==> config.mk <==
export PLATFORM = sky130hd
export DESIGN_NAME = packet_checker_64
export DESIGN_NICKNAME = d
export VERILOG_FILES = /design/src/rtl/packet_checker_pkg.sv /design/src/rtl/packet_checker_axil_regs.sv /design/src/rtl/packet_checker_64.sv
export SDC_FILE = /design/constraint.sdc
export NUM_CORES = 1
export LEC_CHECK = 0
export CAP_MARGIN = 20
export CORE_MARGIN = 2
export CORE_UTILIZATION = 60
export CTS_CLUSTER_SIZE = 28
export DETAILED_ROUTE_END_ITERATION = 8
export GPL_TIMING_DRIVEN = 1
export PLACE_DENSITY = 0.83
export SLEW_MARGIN = 0
export SYNTH_ARGS = -nofsm -noshare
export SYNTH_HDL_FRONTEND = slang
export SYNTH_SLANG_ARGS = --single-unit
==> constraint.sdc <==
create_clock -name clk -period 11.3 [get_ports clk]
set_input_delay 1.695 -clock clk [delete_from_list [all_inputs] [get_ports clk]]
set_output_delay 1.695 -clock clk [all_outputs]
set_load 0.01 [all_outputs]
==> src/rtl/packet_checker_pkg.sv <==
// rtl/packet_checker_pkg.sv - shared constants, register map and header layout for the packet generator/checker pair
package packet_checker_pkg;

  localparam logic [31:0] PKTCHK_ID         = 32'h504B4348;
  localparam logic [15:0] DEFAULT_ETHERTYPE = 16'h88B5;

  // Header byte offsets within a generator frame
  localparam int HDR_ETHERTYPE_OFF = 12;
  localparam int HDR_FLOW_OFF      = 14;
  localparam int HDR_SEQ_OFF       = 16;

  localparam int REG_ID          = 'h000;
  localparam int REG_CTRL        = 'h004;
  localparam int REG_BAD_CNT     = 'h008;
  localparam int REG_FOREIGN_CNT = 'h00C;
  localparam int REG_FLOW_BASE   = 'h100;
  localparam int REG_FLOW_STRIDE = 16;
  localparam int REG_FLOW_PKTS     = 'h0;
  localparam int REG_FLOW_BYTES    = 'h4;
  localparam int REG_FLOW_SEQ_ERR  = 'h8;
  localparam int REG_FLOW_LAST_SEQ = 'hC;

  typedef enum logic [1:0] {
    ST_BEAT0,
    ST_BEAT1,
    ST_BEAT2,
    ST_BODY
  } parse_state_t;

  function automatic logic [3:0] popcount8(input logic [7:0] v);
    logic [3:0] c;
    c = '0;
    for (int i = 0; i < 8; i++) c = c + {3'b000, v[i]};
    return c;
  endfunction

  function automatic logic [31:0] sat_inc32(input logic [31:0] v);
    return (v == 32'hFFFF_FFFF) ? v : v + 32'd1;
  endfunction

endpackage

==> src/rtl/packet_checker_axil_regs.sv <==
// rtl/packet_checker_axil_regs.sv - AXI-Lite handshake, CTRL register and counter read mux
module packet_checker_axil_regs
  import packet_checker_pkg::*;
#(
  parameter int N_FLOWS         = 2,
  parameter int AXIL_ADDR_WIDTH = 32
) (
  input  logic                            clk,
  input  logic                            rst,
  input  logic [AXIL_ADDR_WIDTH-1:0]      s_axil_awaddr,
  input  logic [2:0]                      s_axil_awprot,
  input  logic                            s_axil_awvalid,
  output logic                            s_axil_awready,
  input  logic [31:0]                     s_axil_wdata,
  input  logic [3:0]                      s_axil_wstrb,
  input  logic                            s_axil_wvalid,
  output logic                            s_axil_wready,
  output logic [1:0]                      s_axil_bresp,
  output logic                            s_axil_bvalid,
  input  logic                            s_axil_bready,
  input  logic [AXIL_ADDR_WIDTH-1:0]      s_axil_araddr,
  input  logic [2:0]                      s_axil_arprot,
  input  logic                            s_axil_arvalid,
  output logic                            s_axil_arready,
  output logic [31:0]                     s_axil_rdata,
  output logic [1:0]                      s_axil_rresp,
  output logic                            s_axil_rvalid,
  input  logic                            s_axil_rready,
  output logic                            ctrl_enable,
  output logic                            ctrl_clear,
  input  logic [31:0]                     bad_cnt,
  input  logic [31:0]                     foreign_cnt,
  input  logic [N_FLOWS-1:0][31:0]        pkt_cnt,
  input  logic [N_FLOWS-1:0][31:0]        byte_cnt,
  input  logic [N_FLOWS-1:0][31:0]        seq_err_cnt,
  input  logic [N_FLOWS-1:0][31:0]        last_seq
);

  localparam int AW = AXIL_ADDR_WIDTH;
  localparam int FW = AXIL_ADDR_WIDTH - 4;

  logic        wr_fire;
  logic        wr_ctrl;
  logic        rd_fire;
  logic [31:0] rd_mux;
  logic        unused_ok;

  assign wr_fire      = s_axil_awready & s_axil_awvalid & s_axil_wvalid;
  assign wr_ctrl      = wr_fire && (s_axil_awaddr == AW'(REG_CTRL)) && s_axil_wstrb[0];
  assign ctrl_clear   = wr_ctrl & s_axil_wdata[1];
  assign rd_fire      = s_axil_arready & s_axil_arvalid;
  assign s_axil_bresp = 2'b00;
  assign s_axil_rresp = 2'b00;
  assign unused_ok    = ^{s_axil_awprot, s_axil_arprot, s_axil_wdata[31:2], s_axil_wstrb[3:1]};

  always_comb begin
    rd_mux = '0;
    if (s_axil_araddr == AW'(REG_ID))               rd_mux = PKTCHK_ID;
    else if (s_axil_araddr == AW'(REG_CTRL))        rd_mux = {31'b0, ctrl_enable};
    else if (s_axil_araddr == AW'(REG_BAD_CNT))     rd_mux = bad_cnt;
    else if (s_axil_araddr == AW'(REG_FOREIGN_CNT)) rd_mux = foreign_cnt;
    // Each flow owns one 16-byte window above the flow base
    for (int f = 0; f < N_FLOWS; f++) begin
      if (s_axil_araddr[AW-1:4] == FW'(REG_FLOW_BASE / REG_FLOW_STRIDE + f)) begin
        case (s_axil_araddr[3:0])
          4'(REG_FLOW_PKTS):     rd_mux = pkt_cnt[f];
          4'(REG_FLOW_BYTES):    rd_mux = byte_cnt[f];
          4'(REG_FLOW_SEQ_ERR):  rd_mux = seq_err_cnt[f];
          4'(REG_FLOW_LAST_SEQ): rd_mux = last_seq[f];
          default:               rd_mux = '0;
        endcase
      end
    end
  end

  always_ff @(posedge clk) begin
    if (rst) begin
      s_axil_awready <= 1'b0;
      s_axil_wready  <= 1'b0;
      s_axil_bvalid  <= 1'b0;
      s_axil_arready <= 1'b0;
      s_axil_rvalid  <= 1'b0;
      s_axil_rdata   <= '0;
      ctrl_enable    <= 1'b0;
    end else begin
      s_axil_awready <= s_axil_awvalid & s_axil_wvalid & ~s_axil_bvalid & ~s_axil_awready;
      s_axil_wready  <= s_axil_awvalid & s_axil_wvalid & ~s_axil_bvalid & ~s_axil_awready;
      if (wr_fire)            s_axil_bvalid <= 1'b1;
      else if (s_axil_bready) s_axil_bvalid <= 1'b0;
      if (wr_ctrl) ctrl_enable <= s_axil_wdata[0];
      s_axil_arready <= s_axil_arvalid & ~s_axil_rvalid & ~s_axil_arready;
      if (rd_fire) begin
        s_axil_rvalid <= 1'b1;
        s_axil_rdata  <= rd_mux;
      end else if (s_axil_rready) begin
        s_axil_rvalid <= 1'b0;
      end
    end
  end

endmodule

==> src/rtl/packet_checker_64.sv <==
// rtl/packet_checker_64.sv - 64-bit RX frame parser with per-flow counters; PKTCHK_SEQ_CHECK_EN adds sequence checking
module packet_checker_64
  import packet_checker_pkg::*;
#(
  parameter int          N_FLOWS         = 2,
  parameter logic [15:0] ETHERTYPE       = DEFAULT_ETHERTYPE,
  parameter int          AXIL_ADDR_WIDTH = 32
) (
  input  logic                       clk,
  input  logic                       rst,
  input  logic [63:0]                s_axis_tdata,
  input  logic [7:0]                 s_axis_tkeep,
  input  logic                       s_axis_tvalid,
  output logic                       s_axis_tready,
  input  logic                       s_axis_tlast,
  input  logic                       s_axis_tuser,
  input  logic [AXIL_ADDR_WIDTH-1:0] s_axil_awaddr,
  input  logic [2:0]                 s_axil_awprot,
  input  logic                       s_axil_awvalid,
  output logic                       s_axil_awready,
  input  logic [31:0]                s_axil_wdata,
  input  logic [3:0]                 s_axil_wstrb,
  input  logic                       s_axil_wvalid,
  output logic                       s_axil_wready,
  output logic [1:0]                 s_axil_bresp,
  output logic                       s_axil_bvalid,
  input  logic                       s_axil_bready,
  input  logic [AXIL_ADDR_WIDTH-1:0] s_axil_araddr,
  input  logic [2:0]                 s_axil_arprot,
  input  logic                       s_axil_arvalid,
  output logic                       s_axil_arready,
  output logic [31:0]                s_axil_rdata,
  output logic [1:0]                 s_axil_rresp,
  output logic                       s_axil_rvalid,
  input  logic                       s_axil_rready
);

  localparam logic [7:0] N_FLOWS_B = 8'(N_FLOWS);
  localparam int ETH_LANE  = HDR_ETHERTYPE_OFF % 8;
  localparam int FLOW_LANE = HDR_FLOW_OFF % 8;
  localparam int SEQ_LANE  = HDR_SEQ_OFF % 8;

  parse_state_t state, state_next;

  logic        ctrl_enable, ctrl_clear;
  logic        en_q;
  logic [15:0] eth_q, eth_cur, eth_eff;
  logic [7:0]  flow_q, flow_cur, flow_eff;
  logic [31:0] seq_q, seq_cur, seq_eff;
  logic [15:0] len_q, len_base, len_eff;
  logic        frame_en, early_end, is_foreign, commit, commit_good;
  logic        unused_ok;

  logic [31:0]              bad_cnt, foreign_cnt;
  logic [N_FLOWS-1:0][31:0] pkt_cnt, byte_cnt, seq_err_cnt, last_seq;

  assign s_axis_tready = 1'b1;
  assign unused_ok     = ^s_axis_tdata;

  // Header fields as they appear on the current beat; multi-byte fields are big-endian on the wire
  assign eth_cur  = {s_axis_tdata[ETH_LANE*8 +: 8], s_axis_tdata[(ETH_LANE+1)*8 +: 8]};
  assign flow_cur = s_axis_tdata[FLOW_LANE*8 +: 8];
  assign seq_cur  = {s_axis_tdata[SEQ_LANE*8 +: 8], s_axis_tdata[(SEQ_LANE+1)*8 +: 8],
                     s_axis_tdata[(SEQ_LANE+2)*8 +: 8], s_axis_tdata[(SEQ_LANE+3)*8 +: 8]};

  always_ff @(posedge clk) begin
    if (rst) state <= ST_BEAT0;
    else     state <= state_next;
  end

  always_comb begin
    state_next = state;
    if (s_axis_tvalid) begin
      if (s_axis_tlast) begin
        state_next = ST_BEAT0;
      end else begin
        case (state)
          ST_BEAT0: state_next = ST_BEAT1;
          ST_BEAT1: state_next = ST_BEAT2;
          default:  state_next = ST_BODY;
        endcase
      end
    end
  end

  // Merge latched header fields with the current beat so a tlast on any beat commits in that cycle
  always_comb begin
    frame_en  = en_q;
    eth_eff   = eth_q;
    flow_eff  = flow_q;
    seq_eff   = seq_q;
    len_base  = len_q;
    early_end = 1'b0;
    case (state)
      ST_BEAT0: begin
        frame_en  = ctrl_enable;
        len_base  = '0;
        early_end = 1'b1;
      end
      ST_BEAT1: begin
        eth_eff   = eth_cur;
        flow_eff  = flow_cur;
        early_end = 1'b1;
      end
      ST_BEAT2: seq_eff = seq_cur;
      default: ;
    endcase
  end

  assign len_eff     = len_base + {12'b0, popcount8(s_axis_tkeep)};
  assign commit      = s_axis_tvalid & s_axis_tlast & frame_en;
  assign is_foreign  = early_end | (eth_eff != ETHERTYPE) | (flow_eff >= N_FLOWS_B);
  assign commit_good = commit & ~s_axis_tuser & ~is_foreign;

  always_ff @(posedge clk) begin
    if (rst) begin
      en_q   <= 1'b0;
      len_q  <= '0;
      eth_q  <= '0;
      flow_q <= '0;
      seq_q  <= '0;
    end else if (s_axis_tvalid) begin
      len_q <= len_eff;
      if (state == ST_BEAT0) en_q <= ctrl_enable;
      if (state == ST_BEAT1) begin
        eth_q  <= eth_cur;
        flow_q <= flow_cur;
      end
      if (state == ST_BEAT2) seq_q <= seq_cur;
    end
  end

  always_ff @(posedge clk) begin
    if (rst || ctrl_clear) begin
      bad_cnt     <= '0;
      foreign_cnt <= '0;
      pkt_cnt     <= '0;
      byte_cnt    <= '0;
      last_seq    <= '0;
    end else if (commit) begin
      if (s_axis_tuser) begin
        bad_cnt <= sat_inc32(bad_cnt);
      end else if (is_foreign) begin
        foreign_cnt <= sat_inc32(foreign_cnt);
      end else begin
        for (int f = 0; f < N_FLOWS; f++) begin
          if (flow_eff == 8'(f)) begin
            pkt_cnt[f]  <= pkt_cnt[f] + 32'd1;
            byte_cnt[f] <= byte_cnt[f] + {16'b0, len_eff};
            last_seq[f] <= seq_eff;
          end
        end
      end
    end
  end

`ifdef PKTCHK_SEQ_CHECK_EN
  logic [N_FLOWS-1:0][31:0] exp_seq;
  logic [N_FLOWS-1:0]       synced;

  always_ff @(posedge clk) begin
    if (rst || ctrl_clear) begin
      exp_seq     <= '0;
      synced      <= '0;
      seq_err_cnt <= '0;
    end else if (commit_good) begin
      for (int f = 0; f < N_FLOWS; f++) begin
        if (flow_eff == 8'(f)) begin
          if (synced[f] && (seq_eff != exp_seq[f])) seq_err_cnt[f] <= sat_inc32(seq_err_cnt[f]);
          exp_seq[f] <= seq_eff + 32'd1;
          synced[f]  <= 1'b1;
        end
      end
    end
  end
`else
  assign seq_err_cnt = '0;
`endif

  packet_checker_axil_regs #(
    .N_FLOWS        (N_FLOWS),
    .AXIL_ADDR_WIDTH(AXIL_ADDR_WIDTH)
  ) u_regs (
    .clk           (clk),
    .rst           (rst),
    .s_axil_awaddr (s_axil_awaddr),
    .s_axil_awprot (s_axil_awprot),
    .s_axil_awvalid(s_axil_awvalid),
    .s_axil_awready(s_axil_awready),
    .s_axil_wdata  (s_axil_wdata),
    .s_axil_wstrb  (s_axil_wstrb),
    .s_axil_wvalid (s_axil_wvalid),
    .s_axil_wready (s_axil_wready),
    .s_axil_bresp  (s_axil_bresp),
    .s_axil_bvalid (s_axil_bvalid),
    .s_axil_bready (s_axil_bready),
    .s_axil_araddr (s_axil_araddr),
    .s_axil_arprot (s_axil_arprot),
    .s_axil_arvalid(s_axil_arvalid),
    .s_axil_arready(s_axil_arready),
    .s_axil_rdata  (s_axil_rdata),
    .s_axil_rresp  (s_axil_rresp),
    .s_axil_rvalid (s_axil_rvalid),
    .s_axil_rready (s_axil_rready),
    .ctrl_enable   (ctrl_enable),
    .ctrl_clear    (ctrl_clear),
    .bad_cnt       (bad_cnt),
    .foreign_cnt   (foreign_cnt),
    .pkt_cnt       (pkt_cnt),
    .byte_cnt      (byte_cnt),
    .seq_err_cnt   (seq_err_cnt),
    .last_seq      (last_seq)
  );

endmodule
# Yosys cells after proc, flatten, opt, wreduce, memory -nomap -nowiden
# Index checks and enable logic that the tools add are counted.
totals:
  reg_bits: 368
  in_bits: 188
  output_inout_bits: 42
  word_cells: 104
op_classes:
  addsub: 14
  order_cmp: 1
  eq_ne: 14
  muxes: 20
  n_bitwise: 21
  n_reduce_logical: 14
op_table:
  columns: ["cell", "count"]
  rows:
  - ["two-way mux 32 bit", 7]
  - ["one-hot mux 32 bit (3 select lines)", 2]
  - ["adder 32 x 1 -> 32 bit (second input constant)", 4]
  - ["adder 32 x 16 -> 32 bit", 2]
  - ["equality test 32 x 3 -> 1 bit (second input constant)", 2]
  - ["equality test 32 bit (second input constant)", 2]
  - ["equality test 32 x 4 -> 1 bit (second input constant)", 2]
  - ["equality test 28 x 5 -> 1 bit (second input constant)", 2]
  - ["zero test 32 bit", 1]
  - ["two-way mux 16 bit", 2]
  - ["adder 16 x 4 -> 16 bit", 1]
  - ["adder 4 x 1 -> 4 bit", 4]
  - ["!= test 16 bit (second input constant)", 1]
  - ["AND reduction 4 bit", 3]
  - ["bitwise AND 1 bit", 11]
  - ["equality test 8 x 1 -> 1 bit (second input constant)", 1]
  - ["greater-or-equal comparator 8 x 2 -> 1 bit (second input constant)", 1]
  - ["zero test 8 bit", 1]
  - ["two-way mux 8 bit", 1]
  - ["NOT 1 bit", 8]
  - ["two-way mux 1 bit", 6]
  - ["adder 3 x 1 -> 4 bit", 1]
  - ["equality test 4 x 3 -> 1 bit (second input constant)", 1]
  - ["equality test 4 bit (second input constant)", 1]
  - ["14 further kinds", 17]

# Depth between registers and ports, before layout
logic_depth:
  ltp_word: 9
  ltp_mapped: 26
  mapped_depth_nobuf: 22

# Cells and area by module
# From an unflattened synthesis, not the netlist that was laid out.
unflattened:
  cells_unflattened: 2506
  hier_area_um2: 20573.5
modules_own_cells:
  columns: ["module", "n_inst", "cells_per_inst", "area_per_inst_um2", "seq_area_each_um2"]
  rows:
  - ["packet_checker_64", 1, 1996, 16236.8, 6626.4]
  - ["packet_checker_axil_regs", 1, 510, 4336.7, 740.7]

# Least setup slack after synthesis
# OpenSTA, ideal clock, no wires.
synth_timing:
  path_kind: "input to register"
  startpoint: "in s_axis_tkeep[0]"
  endpoint: "reg byte_cnt[54] in the netlist's numbering"
  setup_time_ps: 128
  t_arrival_ps: 6614
  required_time_ps: 11172
  setup_slack_ps: 4558
  cell_stages: 22
  n_path_buf: 1
  cell_sequence: "fa_1 inv_1 fa_1 fa_1 fa_1 fa_1 nor2b_1 o21ai_0 a21oi_1 nand3_1 xor2_1 nor2_1 ha_1 o21ai_0 nand2_1 and4_1 a32oi_1 o21a_1 clkbuf_1 nor3_1 xnor2_1 nor2_1"
synth_via:
  elab_chain_len: 9
synth_lines:
  columns: ["element", "line_no", "rtl"]
  rows:
  - ["from (decl)", "packet_checker_64.sv:12", "input logic [7:0] s_axis_tkeep,"]
  - ["adder 1 x 1 -> 2 bit", "packet_checker_pkg.sv:33", "for (int i = 0; i < 8; i++) c = c + {3'b000, v[i]};"]
  - ["adder 2 x 1 -> 3 bit", "packet_checker_pkg.sv:33", null]
  - ["adder 3 x 1 -> 4 bit", "packet_checker_pkg.sv:33", null]
  - ["adder 4 x 1 -> 4 bit (4 in a row)", "packet_checker_pkg.sv:33", null]
  - ["adder 16 x 4 -> 16 bit", "packet_checker_64.sv:110", "assign len_eff = len_base + {12'b0, popcount8(s_axis_tkeep)};"]
  - ["named net len_eff[12]", "packet_checker_64.sv:50", "logic [15:0] len_q, len_base, len_eff;"]
  - ["adder 32 x 16 -> 32 bit", "packet_checker_64.sv:149", "byte_cnt[f] <= byte_cnt[f] + {16'b0, len_eff};"]
  - ["to (signal, indexed assignment)", "packet_checker_64.sv:149", null]
  - ["to (decl)", "packet_checker_64.sv:55", "logic [N_FLOWS-1:0][31:0] pkt_cnt, byte_cnt, seq_err_cnt, last_seq;"]
# The timed path passes the listed nets, and every way through them passes these cells.
# A chain may end at the register's enable or synchronous reset.

# Final worst setup path
layout_timing:
  startpoint: "in s_axis_tkeep[0]"
  endpoint: "reg byte_cnt[31] in the netlist's numbering"
# The elaborated chain is that of the path after synthesis.

==> run summary <==
The classification of the worst setup path is in2reg. Post-route antenna net violation count: 0. The number of enable flip-flop cells after synthesis works out to 0. The final layout net count is 2717, and the horizontal die dimension is 182 um.

The top cell types in the final layout, fill and taps aside, are sky130_fd_sc_hd__nand2_1 (381), sky130_fd_sc_hd__dfxtp_1 (368), sky130_fd_sc_hd__nor2_1 (300). In the detailed route, the total length drawn on met2 is 25800 um. The average routed wire per standard cell is 18.7 um, and the standby leakage power is 7.81 nW. The number of instances on the worst hold path was 1. The proportion of netlist area held by the largest area contributor was 38.6%. Setup repair after global routing left no endpoint under its margin.

The power density over the cells was 132 nW/um^2; the critical path data required time was 11.66 ns. The ratio of final minimum period to clock period works out to 68.2%. For the post-route DRC violation count, the log shows 0.

For this design the top-level I/O count stands at 230. In this run the register-to-register setup slack is 4.81 ns. The detailed-route vias per instance was 6.17; the worst-case reg-to-reg path depth was 19. The run gives 8 as the number of optimization iterations in the first detailed-route pass.

Summed over all failing endpoints, the final setup total negative slack is 0 ns. The average footprint of a synthesized cell is 7.99 sq um, and the post-synthesis sequential element count is 368. The tools report the category of the worst setup path launch point as a primary input. Entering global routing, the biggest net connects 207 pins. The die span in y was 182 um; the fmax was 130 MHz. The clock period could shrink to 7.71 ns.

For this run the aggregate overflow at the end of global routing stands at 0. Wire segments on met3 add up to 3800 um in the final route. TritonCTS built the clock tree. Number of endpoints with negative hold slack in the final report: 0. Effective utilization at floorplan: 60.7%. The wire length of the first global-routing pass was 86500 um. For this design, the slowest cell found on the critical path is sky130_fd_sc_hd__a311oi_1. The logs give 0 for the number of warning messages in the yosys log and 33200 sq um for the overall die area. Signal routing reaches up to met4.

Routability-driven placement finished with a final weighted congestion of 0.935. Setup violations remaining at the end of the flow were counted as 0. For the worst setup path, the data arrival time is 8.07 ns. The design draws 2.95 mW. The worst clock skew on the final layout was 0.0187 ns; the path length in cells of the critical path was 20.

For the number of global-route vias before repair, the log shows 17000. The run gives 2 as the total number of H-tree levels. The number of setup buffers added after CTS is 0. In this run the core area contains 65 standard-cell rows. The share of the Yosys chip area taken by registers is 38.6%. Fill cells in the final layout number 2374.

The run finished with clean final reports. Counting the buffers created by CTS gives 40. The most used flip-flop cell after synthesis is sky130_fd_sc_hd__dfxtp_1. The routed design has 54400 um of wire. The tools report the max-capacitance violation count as 0. After synthesis, the netlist uses 69 different library cells. The tools report the end of the worst hold path as u_regs.s_axil_arready$_SDFF_PP0_. Origin of the worst min-delay path: u_regs.s_axil_arready$_SDFF_PP0_. Summed over all nets, the half-perimeter wirelength after detailed placement is 37700 um. In this run the worst hold path is classified as reg2reg. In this design, the largest share of critical-path delay is due to adder cells. Hold repair after CTS inserted 0 buffers.

Across all layers, the routed design uses 18000 vias. The clock sink count was 368; the number of buffer and inverter instances along the worst setup path was 2. Walking the worst path, the cells encountered are clkdlybuf4s50_1 -> fa_1 -> inv_1 -> fa_1 -> fa_1 -> fa_1 -> fa_1 -> nor2b_1 -> o21ai_0 -> a21oi_1 -> xnor2_1 -> ha_1 -> o21a_1 -> o21a_1 -> o211ai_1 -> a311oi_1 -> o211ai_1 -> nor4_1 -> xnor2_1 -> nor2_1. For the iteration-0 DRC count of the detailed router, the log shows 1869. The tools report the worst-skew pair later-pin latency as 0.54 ns. After clock tree synthesis, the clock-pin slew on the worst setup and hold paths is 0.06 ns. The transition time at the pin with the least slew margin is 1.13 ns, and the global-route usage over all layers is 31.9%. The async set-reset flop share out of synthesis works out to 0%. Worst flop-to-flop path endpoint: byte_cnt[31]$_SDFFE_PP0P_.

The share of layout cells above drive strength 1 was 6.01%; the number of antenna violations at the first check in global routing was 0. The root buffer cell was sky130_fd_sc_hd__clkbuf_16. After synthesis, the cell types taking the most area are sky130_fd_sc_hd__dfxtp_1 (39%), sky130_fd_sc_hd__nand2_1 (7.5%), sky130_fd_sc_hd__a21oi_1 (6.6%), sky130_fd_sc_hd__nor2_1 (5.9%), sky130_fd_sc_hd__xnor2_1 (4.6%). The detailed router put a total of 21900 um of wire on met1. The run gives 31400 sq um as the standard cell core area. The cell area that synthesis handed to floorplanning was 19100 sq um. The quantity of gates resized following cts is 0.

The run gives 0 as the final max-slew violation count. STA classifies the critical path endpoint as a flip-flop. Synthesis handed over a netlist of 2388 instances. In this run the worst path has a maximum fanout of 7.

Final antenna diode count: 0. The library cell appearing most often on the critical path is sky130_fd_sc_hd__fa_1. The largest total area in the synthesized netlist belongs to sky130_fd_sc_hd__dfxtp_1. The relative area change from synthesis to final layout is 17.4%. The worst register-to-register path begins at state[0]$_SDFFE_PP0P_.

Headroom to the max-slew limit came out at 24.5%. Port buffering added 177 buffers. On the worst path, the slowest cell contributes a delay of 0.70 ns. For the number of buffers on the longest clock path, the log shows 3. The library cell used most frequently in the layout, excluding fill and tap cells, is sky130_fd_sc_hd__nand2_1. The worst-case IR drop observed on VDD is 0.128 mV.
-- worst register-to-register path, stage by stage, from the launching register on --
cell and delay, ns:
sky130_fd_sc_hd__dfxtp_1 0.48, sky130_fd_sc_hd__or2_2 0.39, sky130_fd_sc_hd__nand2_1 0.13, sky130_fd_sc_hd__fa_1 0.52, sky130_fd_sc_hd__fa_1 0.43, sky130_fd_sc_hd__fa_1 0.42
sky130_fd_sc_hd__fa_1 0.43, sky130_fd_sc_hd__nor2b_1 0.12, sky130_fd_sc_hd__o21ai_0 0.12, sky130_fd_sc_hd__a21oi_1 0.43, sky130_fd_sc_hd__xnor2_1 0.28, sky130_fd_sc_hd__ha_1 0.42
sky130_fd_sc_hd__o21a_1 0.16, sky130_fd_sc_hd__o21a_1 0.15, sky130_fd_sc_hd__o211ai_1 0.13, sky130_fd_sc_hd__a311oi_1 0.70, sky130_fd_sc_hd__o211ai_1 0.40, sky130_fd_sc_hd__nor4_1 0.38
sky130_fd_sc_hd__xnor2_1 0.18, sky130_fd_sc_hd__nor2_1 0.07
-- worst max-delay path by stage --
| stage | from | endpoint |
|---|---|---|
| 5_1_grt | s_axis_tkeep[0] | byte_cnt[31]$_SDFFE_PP0P_ |
| 6_report | s_axis_tkeep[0] | byte_cnt[31]$_SDFFE_PP0P_ |
| 3_3_place_gp | s_axis_tkeep[0] | byte_cnt[31]$_SDFFE_PP0P_ |
| 4_1_cts | s_axis_tkeep[0] | byte_cnt[31]$_SDFFE_PP0P_ |
| 3_5_place_dp | s_axis_tkeep[0] | byte_cnt[31]$_SDFFE_PP0P_ |
| 2_1_floorplan | s_axis_tkeep[0] | byte_cnt[54]$_SDFFE_PP0P_ |
-- cell usage after synthesis (all sizes together) (3+ instances only) --
library cell	n
nand4	43
mux2i	79
fa	7
a2111oi	3
a221oi	32
a211oi	73
nor2b	7
nor2	302
o21ai	46
nand2	382
nand2b	8
o21bai	3
a32oi	6
and2	19
ha	42
a21oi	251
and4b	4
nor4b	6
mux2	34
nor4	29
nand3	70
and4	19
o31ai	3
dfxtp	368
nor3	53
inv	52
and3	23
o211ai	9
clkbuf	118
o21a	8
or2	6
xnor2	101
buf	32
or4	4
or3	30
xor2	71
a21o	8
o221ai	11
-- metal layers --
layer,vias to the layer above,track usage [%]
met2,776,54.1
met4,0,16.3
met1,8524,39.9
met5,-,0
met3,164,4.23
li1,8496,-
-- power by group --
part	total, mW	internal, mW	switching, mW
Clock	1.41	0.862	0.551
Combinational	0.218	0.100	0.118
Sequential	1.32	1.31	0.00646
-- area by class of cell --
cell class	instances	area, sq um	share of cell area (%)
inverter	52	195	0.872
multi-input combinational	1821	10900	48.8
timing repair buffer	197	1980	8.86
tap	402	503	2.25
clock inverter	20	294	1.31
clock buffer	53	1120	5.01
sequential	368	7370	32.9
-- cell families (layout without fill, tap and decap cells) --
group,after synthesis,in the layout,synth area share (%)
and+or+nand+nor,1015,1015,24.5
AOI/OAI and AO/OA,467,467,14.9
DFF,368,368,38.6
buffers and inverters,202,322,4.23
xor gates and xnor gates,172,172,7.90
muxes,113,113,6.24
adders and majority gates,49,49,3.49
other,2,5,0.0394
-- registers in the layout, summed over array words and instances, names as in the netlist, 2 cells and up --
| register | count |
|---|---|
| byte_cnt | 64 |
| last_seq | 64 |
| pkt_cnt | 64 |
| bad_cnt | 32 |
| foreign_cnt | 32 |
| seq_q | 32 |
| u_regs.s_axil_rdata | 32 |
| eth_q | 16 |
| len_q | 16 |
| flow_q | 8 |
| state | 2 |
-- per-stage QoR --
| stage | area (sq um) | utilization, % | hold WS [ns] | std cells | worst slack, ns |
|---|---|---|---|---|---|
| 4_1_cts | 22300 | 71.1 | 0.453 | 2910 | 3.67 |
| 6_report | 22400 | 71.3 | 0.448 | 2913 | 3.59 |
| 2_1_floorplan | 19100 | - | 0.431 | 2391 | 4.56 |
| 5_1_grt | 22400 | 71.3 | 0.468 | 2913 | 3.35 |
| 3_5_place_dp | 20900 | 66.6 | 0.437 | 2837 | 3.18 |
| 3_3_place_gp | 20900 | 66.6 | 0.431 | 2837 | 3.31 |
(Power assumes the default switching activity.)
